==> src/rtl/tiny16_mem_arbiter_pkg.sv <==
// Shared types and defaults for the tiny16 memory arbiter.
package tiny16_mem_arbiter_pkg;

    localparam int ARB_AW_DEF = 16;
    localparam int ARB_DW_DEF = 16;

    typedef enum logic [1:0] {
        IDLE   = 2'd0,
        ACCESS = 2'd1,
        WAIT   = 2'd2,
        RESP   = 2'd3
    } arb_state_t;

    typedef enum logic [1:0] {
        OWN_IF  = 2'd0,
        OWN_LS  = 2'd1,
        OWN_DBG = 2'd2
    } arb_owner_t;

endpackage

==> src/rtl/tiny16_mem_arbiter_if.sv <==
// Requester and memory bus of the tiny16 memory arbiter.
// The dbg_* group exists only when TINY16_ARB_DBG_EN is defined.
interface tiny16_mem_arbiter_if #(
    parameter int AW = 16,
    parameter int DW = 16
);
    logic          if_req;
    logic [AW-1:0] if_addr;
    logic          if_gnt;
    logic          if_rvalid;
    logic [DW-1:0] if_rdata;

    logic          ls_req;
    logic          ls_we;
    logic [AW-1:0] ls_addr;
    logic [DW-1:0] ls_wdata;
    logic          ls_gnt;
    logic          ls_rvalid;
    logic [DW-1:0] ls_rdata;

`ifdef TINY16_ARB_DBG_EN
    logic          dbg_req;
    logic          dbg_we;
    logic [AW-1:0] dbg_addr;
    logic [DW-1:0] dbg_wdata;
    logic          dbg_gnt;
    logic          dbg_rvalid;
    logic [DW-1:0] dbg_rdata;
`endif

    logic          mem_en;
    logic          mem_we;
    logic [AW-1:0] mem_addr;
    logic [DW-1:0] mem_wdata;
    logic [DW-1:0] mem_rdata;

    // Requesters plus the memory array
    modport master (
        output if_req, if_addr,
        input  if_gnt, if_rvalid, if_rdata,
        output ls_req, ls_we, ls_addr, ls_wdata,
        input  ls_gnt, ls_rvalid, ls_rdata,
`ifdef TINY16_ARB_DBG_EN
        output dbg_req, dbg_we, dbg_addr, dbg_wdata,
        input  dbg_gnt, dbg_rvalid, dbg_rdata,
`endif
        input  mem_en, mem_we, mem_addr, mem_wdata,
        output mem_rdata
    );

    // The arbiter
    modport slave (
        input  if_req, if_addr,
        output if_gnt, if_rvalid, if_rdata,
        input  ls_req, ls_we, ls_addr, ls_wdata,
        output ls_gnt, ls_rvalid, ls_rdata,
`ifdef TINY16_ARB_DBG_EN
        input  dbg_req, dbg_we, dbg_addr, dbg_wdata,
        output dbg_gnt, dbg_rvalid, dbg_rdata,
`endif
        output mem_en, mem_we, mem_addr, mem_wdata,
        input  mem_rdata
    );

endinterface

==> src/rtl/tiny16_mem_arbiter_pick.sv <==
// Priority picker: DBG > LS > IF, except IF beats LS once it has starved.
module tiny16_mem_arbiter_pick
    import tiny16_mem_arbiter_pkg::*;
(
    input  logic       i_if_req,
    input  logic       i_ls_req,
    input  logic       i_dbg_req,
    input  logic       i_starve_hit,
    output logic       o_valid,
    output arb_owner_t o_owner
);

    // Resolve the winner among the live requests
    always_comb begin
        o_valid = 1'b1;
        o_owner = OWN_IF;
        if (i_dbg_req) begin
            o_owner = OWN_DBG;
        end else if (i_ls_req && !(i_if_req && i_starve_hit)) begin
            o_owner = OWN_LS;
        end else if (i_if_req) begin
            o_owner = OWN_IF;
        end else begin
            o_valid = 1'b0;
        end
    end

endmodule

==> src/rtl/tiny16_mem_arbiter.sv <==
// Single-port tiny16 memory arbiter between fetch, load/store and (with
// TINY16_ARB_DBG_EN defined) a debug/loader port; one access in flight.
module tiny16_mem_arbiter
    import tiny16_mem_arbiter_pkg::*;
#(
    parameter int AW         = ARB_AW_DEF,
    parameter int DW         = ARB_DW_DEF,
    parameter int RD_LAT     = 1,
    parameter int STARVE_MAX = 4
) (
    input  logic                 i_clk,
    input  logic                 i_rst,
    tiny16_mem_arbiter_if.slave  io_bus,
    output logic                 o_busy
);

    localparam int SCW = $clog2(STARVE_MAX + 1);

    arb_state_t    r_state;
    arb_owner_t    r_owner;
    logic [SCW-1:0] r_starve_cnt;
    logic [1:0]    r_wait_cnt;
    logic          r_busy;
    logic          r_if_gnt;
    logic          r_ls_gnt;
    logic          r_if_rvalid;
    logic          r_ls_rvalid;
    logic          r_mem_en;
    logic          r_mem_we;
    logic [AW-1:0] r_mem_addr;
    logic [DW-1:0] r_mem_wdata;

    logic          w_dbg_req;
    logic          w_dbg_we;
    logic [AW-1:0] w_dbg_addr;
    logic [DW-1:0] w_dbg_wdata;
    logic          w_starve_hit;
    logic          w_pick_valid;
    arb_owner_t    w_pick_owner;
    logic          w_win_we;
    logic [AW-1:0] w_win_addr;
    logic [DW-1:0] w_win_wdata;
    logic          w_arb_now;
    logic          w_to_resp;

`ifdef TINY16_ARB_DBG_EN
    logic          r_dbg_gnt;
    logic          r_dbg_rvalid;

    assign w_dbg_req            = io_bus.dbg_req;
    assign w_dbg_we             = io_bus.dbg_we;
    assign w_dbg_addr           = io_bus.dbg_addr;
    assign w_dbg_wdata          = io_bus.dbg_wdata;
    assign io_bus.dbg_gnt       = r_dbg_gnt;
    assign io_bus.dbg_rvalid    = r_dbg_rvalid;
    assign io_bus.dbg_rdata     = io_bus.mem_rdata;
`else
    assign w_dbg_req            = 1'b0;
    assign w_dbg_we             = 1'b0;
    assign w_dbg_addr           = {AW{1'b0}};
    assign w_dbg_wdata          = {DW{1'b0}};
`endif

    assign io_bus.if_gnt    = r_if_gnt;
    assign io_bus.if_rvalid = r_if_rvalid;
    assign io_bus.if_rdata  = io_bus.mem_rdata;
    assign io_bus.ls_gnt    = r_ls_gnt;
    assign io_bus.ls_rvalid = r_ls_rvalid;
    assign io_bus.ls_rdata  = io_bus.mem_rdata;
    assign io_bus.mem_en    = r_mem_en;
    assign io_bus.mem_we    = r_mem_we;
    assign io_bus.mem_addr  = r_mem_addr;
    assign io_bus.mem_wdata = r_mem_wdata;
    assign o_busy           = r_busy;

    assign w_starve_hit = (r_starve_cnt == SCW'(STARVE_MAX));

    // A write frees the memory at once, so the next winner can follow back-to-back.
    assign w_arb_now = (r_state == IDLE) || (r_state == RESP) ||
                       ((r_state == ACCESS) && r_mem_we);
    assign w_to_resp = ((r_state == ACCESS) && !r_mem_we && (RD_LAT == 1)) ||
                       ((r_state == WAIT) && (r_wait_cnt == 2'd0));

    tiny16_mem_arbiter_pick u_pick (
        .i_if_req     (io_bus.if_req),
        .i_ls_req     (io_bus.ls_req),
        .i_dbg_req    (w_dbg_req),
        .i_starve_hit (w_starve_hit),
        .o_valid      (w_pick_valid),
        .o_owner      (w_pick_owner)
    );

    // Command of the requester that wins this arbitration
    always_comb begin
        w_win_we    = 1'b0;
        w_win_addr  = io_bus.if_addr;
        w_win_wdata = {DW{1'b0}};
        case (w_pick_owner)
            OWN_LS: begin
                w_win_we    = io_bus.ls_we;
                w_win_addr  = io_bus.ls_addr;
                w_win_wdata = io_bus.ls_wdata;
            end
            OWN_DBG: begin
                w_win_we    = w_dbg_we;
                w_win_addr  = w_dbg_addr;
                w_win_wdata = w_dbg_wdata;
            end
            default: begin
                w_win_we    = 1'b0;
                w_win_addr  = io_bus.if_addr;
                w_win_wdata = {DW{1'b0}};
            end
        endcase
    end

    // Arbiter FSM with registered grant, response and memory command outputs
    always_ff @(posedge i_clk) begin
        if (i_rst) begin
            r_state      <= IDLE;
            r_owner      <= OWN_IF;
            r_starve_cnt <= {SCW{1'b0}};
            r_wait_cnt   <= 2'd0;
            r_busy       <= 1'b0;
            r_if_gnt     <= 1'b0;
            r_ls_gnt     <= 1'b0;
            r_if_rvalid  <= 1'b0;
            r_ls_rvalid  <= 1'b0;
            r_mem_en     <= 1'b0;
            r_mem_we     <= 1'b0;
            r_mem_addr   <= {AW{1'b0}};
            r_mem_wdata  <= {DW{1'b0}};
`ifdef TINY16_ARB_DBG_EN
            r_dbg_gnt    <= 1'b0;
            r_dbg_rvalid <= 1'b0;
`endif
        end else begin
            r_if_gnt    <= 1'b0;
            r_ls_gnt    <= 1'b0;
            r_if_rvalid <= 1'b0;
            r_ls_rvalid <= 1'b0;
            r_mem_en    <= 1'b0;
            r_mem_we    <= 1'b0;
`ifdef TINY16_ARB_DBG_EN
            r_dbg_gnt    <= 1'b0;
            r_dbg_rvalid <= 1'b0;
`endif
            if (w_arb_now) begin
                if (w_pick_valid) begin
                    r_state     <= ACCESS;
                    r_busy      <= 1'b1;
                    r_owner     <= w_pick_owner;
                    r_mem_en    <= 1'b1;
                    r_mem_we    <= w_win_we;
                    r_mem_addr  <= w_win_addr;
                    r_mem_wdata <= w_win_wdata;
                    case (w_pick_owner)
                        OWN_LS:  r_ls_gnt  <= 1'b1;
`ifdef TINY16_ARB_DBG_EN
                        OWN_DBG: r_dbg_gnt <= 1'b1;
`endif
                        default: r_if_gnt  <= 1'b1;
                    endcase
                end else begin
                    r_state <= IDLE;
                    r_busy  <= 1'b0;
                end
            end else begin
                case (r_state)
                    ACCESS: begin
                        r_busy <= 1'b1;
                        if (RD_LAT == 1) begin
                            r_state <= RESP;
                        end else begin
                            r_state    <= WAIT;
                            r_wait_cnt <= 2'(RD_LAT - 2);
                        end
                    end
                    WAIT: begin
                        r_busy <= 1'b1;
                        if (r_wait_cnt == 2'd0) begin
                            r_state <= RESP;
                        end else begin
                            r_wait_cnt <= r_wait_cnt - 2'd1;
                        end
                    end
                    default: begin
                        r_state <= IDLE;
                        r_busy  <= 1'b0;
                    end
                endcase
            end

            if (w_to_resp) begin
                case (r_owner)
                    OWN_LS:  r_ls_rvalid  <= 1'b1;
`ifdef TINY16_ARB_DBG_EN
                    OWN_DBG: r_dbg_rvalid <= 1'b1;
`endif
                    default: r_if_rvalid  <= 1'b1;
                endcase
            end

            // Counts only arbitrations IF actually lost; saturates while DBG keeps winning.
            if (!io_bus.if_req) begin
                r_starve_cnt <= {SCW{1'b0}};
            end else if (w_arb_now && w_pick_valid) begin
                if (w_pick_owner == OWN_IF) begin
                    r_starve_cnt <= {SCW{1'b0}};
                end else if (!w_starve_hit) begin
                    r_starve_cnt <= r_starve_cnt + SCW'(1);
                end else begin
                    r_starve_cnt <= r_starve_cnt;
                end
            end else begin
                r_starve_cnt <= r_starve_cnt;
            end
        end
    end

endmodule
==> src/flat_wrapper.sv <==
// flat-port wrapper written by rule: the top's interface ports become plain ports
module tiny16_mem_arbiter_flat import tiny16_mem_arbiter_pkg::*;
#(
    parameter int AW         = ARB_AW_DEF,
    parameter int DW         = ARB_DW_DEF,
    parameter int RD_LAT     = 1,
    parameter int STARVE_MAX = 4
)
  (i_clk, i_rst, o_busy, io_bus_if_req, io_bus_if_addr, io_bus_if_gnt, io_bus_if_rvalid, io_bus_if_rdata, io_bus_ls_req, io_bus_ls_we, io_bus_ls_addr, io_bus_ls_wdata, io_bus_ls_gnt, io_bus_ls_rvalid, io_bus_ls_rdata, io_bus_mem_en, io_bus_mem_we, io_bus_mem_addr, io_bus_mem_wdata, io_bus_mem_rdata);
  tiny16_mem_arbiter_if #(.AW(AW), .DW(DW)) io_bus_i ();
  input  logic i_clk;
  input  logic i_rst;
  output logic o_busy;
  input wire logic [$bits(io_bus_i.if_req)-1:0] io_bus_if_req;
  input wire logic [$bits(io_bus_i.if_addr)-1:0] io_bus_if_addr;
  output wire logic [$bits(io_bus_i.if_gnt)-1:0] io_bus_if_gnt;
  output wire logic [$bits(io_bus_i.if_rvalid)-1:0] io_bus_if_rvalid;
  output wire logic [$bits(io_bus_i.if_rdata)-1:0] io_bus_if_rdata;
  input wire logic [$bits(io_bus_i.ls_req)-1:0] io_bus_ls_req;
  input wire logic [$bits(io_bus_i.ls_we)-1:0] io_bus_ls_we;
  input wire logic [$bits(io_bus_i.ls_addr)-1:0] io_bus_ls_addr;
  input wire logic [$bits(io_bus_i.ls_wdata)-1:0] io_bus_ls_wdata;
  output wire logic [$bits(io_bus_i.ls_gnt)-1:0] io_bus_ls_gnt;
  output wire logic [$bits(io_bus_i.ls_rvalid)-1:0] io_bus_ls_rvalid;
  output wire logic [$bits(io_bus_i.ls_rdata)-1:0] io_bus_ls_rdata;
  output wire logic [$bits(io_bus_i.mem_en)-1:0] io_bus_mem_en;
  output wire logic [$bits(io_bus_i.mem_we)-1:0] io_bus_mem_we;
  output wire logic [$bits(io_bus_i.mem_addr)-1:0] io_bus_mem_addr;
  output wire logic [$bits(io_bus_i.mem_wdata)-1:0] io_bus_mem_wdata;
  input wire logic [$bits(io_bus_i.mem_rdata)-1:0] io_bus_mem_rdata;
  assign io_bus_i.if_req = io_bus_if_req;
  assign io_bus_i.if_addr = io_bus_if_addr;
  assign io_bus_if_gnt = io_bus_i.if_gnt;
  assign io_bus_if_rvalid = io_bus_i.if_rvalid;
  assign io_bus_if_rdata = io_bus_i.if_rdata;
  assign io_bus_i.ls_req = io_bus_ls_req;
  assign io_bus_i.ls_we = io_bus_ls_we;
  assign io_bus_i.ls_addr = io_bus_ls_addr;
  assign io_bus_i.ls_wdata = io_bus_ls_wdata;
  assign io_bus_ls_gnt = io_bus_i.ls_gnt;
  assign io_bus_ls_rvalid = io_bus_i.ls_rvalid;
  assign io_bus_ls_rdata = io_bus_i.ls_rdata;
  assign io_bus_mem_en = io_bus_i.mem_en;
  assign io_bus_mem_we = io_bus_i.mem_we;
  assign io_bus_mem_addr = io_bus_i.mem_addr;
  assign io_bus_mem_wdata = io_bus_i.mem_wdata;
  assign io_bus_i.mem_rdata = io_bus_mem_rdata;
  tiny16_mem_arbiter #(.AW(AW), .DW(DW), .RD_LAT(RD_LAT), .STARVE_MAX(STARVE_MAX)) u_core (.i_clk(i_clk), .i_rst(i_rst), .io_bus(io_bus_i), .o_busy(o_busy));
endmodule
==> config.mk <==
export PLATFORM = sky130hd
export DESIGN_NAME = tiny16_mem_arbiter_flat
export DESIGN_NICKNAME = d
export VERILOG_FILES = /design/src/rtl/tiny16_mem_arbiter_pkg.sv /design/src/rtl/tiny16_mem_arbiter_if.sv /design/src/rtl/tiny16_mem_arbiter_pick.sv /design/src/rtl/tiny16_mem_arbiter.sv /design/src/flat_wrapper.sv
export SDC_FILE = /design/constraint.sdc
export NUM_CORES = 1
export LEC_CHECK = 0
export BUFFER_PORTS_ARGS = -buffer_cell sky130_fd_sc_hd__buf_2
export CAP_MARGIN = 5
export CORE_MARGIN = 2
export CORE_UTILIZATION = 47
export CTS_CLUSTER_SIZE = 30
export DETAILED_ROUTE_END_ITERATION = 8
export PLACE_DENSITY = 0.86
export SETUP_SLACK_MARGIN = 0.05
export SYNTH_ARGS = -nofsm -noshare
export SYNTH_HDL_FRONTEND = slang
export SYNTH_SLANG_ARGS = --single-unit
==> constraint.sdc <==
create_clock -name i_clk -period 4.7 [get_ports i_clk]
set_input_delay 0.705 -clock i_clk [delete_from_list [all_inputs] [get_ports i_clk]]
set_output_delay 0.705 -clock i_clk [all_outputs]
set_load 0.005 [all_outputs]
==> metrics <==
antenna violations before repair=0; drt total wl=5.34 mm; # H-tree levels=2; Area after DPL=0.00253 mm²; Final Cycle Share=0.466; TritonRoute pass-1 iters=4; Worst Hold Endpoint=u_core.io_bus.if_rvalid; CP arrival=approximately 2.4 ns; register area share after synthesis=0.401; Synth area leader=dfxtp_1; Worst Path Required=4.90 ns; Worst slew margin=0.300; Nets=388; CP endpoint kind=flip-flop; Resized Gates After CTS=0; maximum achievable frequency=456 MHz; Final setup viols=0; clock latency on the worst-skew pair=0.29 ns; min Tclk post-route=~2.2 ns; Switching Share=0.288; setup_tns=0 ns; r2r setup slk=2.51 ns; critical setup path kind=in -> reg; R2R Path End=u_core.io_bus.mem_addr[6]; Post-DP HPWL=roughly 3.6 mm; synth top area cells=dfxtp_1 (40%), buf_4 (11%), a21oi_1 (8.3%); Antenna diodes=0; Via density=between 5 and 6; # IOs=140; hold path depth=1; worst flop-to-flop path startpoint=u_core.r_state[0]; vias in the first global route=approximately 1900; via count=2097; share of the synthesized area in the top cell type=0.401; overflow left after global routing=0; Layout Skew=0.00517 ns; synthesis warning total=0; Seq cells post-synth=47; wire length per cell=approximately 14 µm; Comb pwr share=0.240; CP max FO=38; CTS clk-pin slew, worst paths=0.08 ns; max_cap viols=0; Switch Pwr=between 0.0002 and 0.0003 W; CTS Buf Count=5; clk buf depth=2; worst min-delay path startpoint=u_core.r_owner[0]; Seq pwr share=0.489; largest family of logic cells by synthesized area=compound AO/OA/AOI/OAI gates; GRT Total Usage=0.191; Starting DRT DRC Count=between 70 and 80; Worst Reg-to-Reg Cells=5; Die Wd=74.6 µm; Port Buffers=a little over 90; Slew Limit Fails=0; first-pass GRT wire length=8.35 mm; CTS tree=built; Die Span Y=about 75 µm; adder-cell share of the synthesized area=0.0267; leakage power=1.12 nW; GP Congestion=0.721; endpoints failing hold=0; clock sink count=47; Post-Syn Nets=345; complex-gate fraction of the synthesized area=0.266; Int Pwr=0.000670 W; fin area=0.00263 mm²; Netlist cell types=35; Initial Util=0.493; RSZ-0062 raised after global routing=false; maximum VDD drop=0.151 mV; post-CTS setup buffer count=0; die area=approximately 0.0056 mm²; Mapped Area=0.00234 mm²; CTS Root Cell=clkbuf_8; post-detailed-route count of antenna-violating nets=0; min-delay worst type=reg -> reg; post-synthesis simple-gate area fraction=0.138; multiplexer share of the synthesized area=0; xor/xnor share of the synthesized area=0; number of hold buffers added after cts=0; Worst Tran Pin Value=1.05 ns; Core Region=0.00475 mm²; status=finished, final reports clean; largest net degree at the start of global routing=42; PD cells=358 mW/mm²; layout cells sized above 1=0.359; clock power share=0.271; P&R area growth vs syn=12.2%; Setup crit start kind=input port; syn avg cell area=slightly below 9 µm²; # DRC=0; Gate Count Post-Synth=between 200 and 300; row cnt=25
==> Yosys cell counts <==
cell	instances
ha_1	5
a21oi_2	1
nor2b_1	2
a311oi_1	8
or3_1	2
buf_6	1
a21boi_1	1
buf_1	2
nand2_1	3
nor2_4	1
o211ai_1	1
o21ai_0	7
clkbuf_1	7
and3_1	1
or2_1	1
a21o_1	1
a31oi_1	1
inv_2	1
nor3_1	1
a311oi_2	8
nand4_1	16
dfxtp_1	47
nand2b_1	3
a211oi_1	1
nor2_1	2
buf_4	35
and2_1	2
nor4_2	1
inv_1	6
a21oi_1	39
nand3_1	20
o21ai_1	30
nor2_2	1
o31a_1	1
buf_2	12
==> final cells by class <==
cell class | instances | area (µm²)
multi-input cells | 160 | 1010
flip-flops and latches | 47 | 941
repair buffers | 93 | 470
clock buffers | 8 | 100
fillers | 467 | 2120
inverters | 7 | 26.3
well taps | 67 | 83.8
==> worst max path at each step <==
stage	from	to	slack (ns)	cells past startpoint
2_1_floorplan	io_bus_ls_req	u_core.io_bus.mem_addr[12]	3.13	5
3_3_place_gp	io_bus_ls_req	u_core.io_bus.mem_addr[6]	2.26	4
3_5_place_dp	io_bus_ls_req	u_core.io_bus.mem_addr[6]	2.21	4
4_1_cts	u_core.r_state[0]	u_core.io_bus.mem_addr[6]	2.51	5
5_1_grt	u_core.r_state[0]	u_core.io_bus.mem_addr[12]	2.33	5
6_report	io_bus_ls_req	u_core.io_bus.mem_addr[6]	2.51	4
==> cells by family (layout without fill, tap and decap cells) <==
group           Yosys count  count (layout)
compound gates           99              99
fa+ha+maj                 5               5
buf+inv                  64             108
flops                    47              47
simple gates             56              56
==> power by group through the flow <==
stage	combinational (W)	clock, W	sequential (W)
after floorplan	0.000165	0	0.000473
after global placement	0.000220	0	0.000469
after detailed placement	0.000228	0	0.000469
after CTS	0.000228	0.000265	0.000460
after global routing	0.000254	0.000281	0.000464
final	0.000226	0.000255	0.000460
==> sequential cells by signal, indices dropped and copies added (netlist names), 2 cells and up <==
| register | flops |
|---|---|
| u_core.io_bus.mem_addr | 16 |
| u_core.io_bus.mem_wdata | 16 |
| u_core.r_starve_cnt | 3 |
| u_core.r_state | 2 |
| u_core.r_wait_cnt | 2 |
==> cells in the final DEF (no fill, tap or decap), drive strengths merged <==
master  instances
a211oi          1
a21boi          1
a21o            1
a21oi          40
a311oi         16
a31oi           1
and2            2
and3            1
buf            93
clkbuf          8
dfxtp          47
ha              5
inv             7
nand2           3
nand2b          3
nand3          20
nand4          16
nor2            4
nor2b           2
nor3            1
nor4            1
o211ai          1
o21ai          37
o31a            1
or2             1
or3             2
==> worst max-delay path, stage by stage <==
cell and delay, ns:
buf_2 0.32, nor2_2 0.78, nor2_4 0.25, a311oi_1 0.32
==> routing by layer <==
metal | vias up | wire length (µm) | GRT usage | share of wire
met5 | - | 0 | 0 | 0
met4 | 0 | 95 | 0.0615 | 0.018
met3 | 14 | 370 | 0.0562 | 0.069
met2 | 71 | 2500 | 0.327 | 0.47
met1 | 972 | 2380 | 0.232 | 0.45
li1 | 1040 | - | - | -
==> stage by stage <==
stage	hold WS, ns	total power, W	util	worst slack [ns]	instances
2_1_floorplan	0.402	0.000638	-	3.13	271
3_3_place_gp	0.423	0.000689	0.532	2.26	374
3_5_place_dp	0.421	0.000697	0.532	2.21	374
4_1_cts	0.432	0.000953	0.553	2.51	382
5_1_grt	0.452	0.000999	0.553	2.33	382
6_report	0.427	0.000942	0.553	2.51	382
No activity file was read; power rests on OpenSTA's default activity.
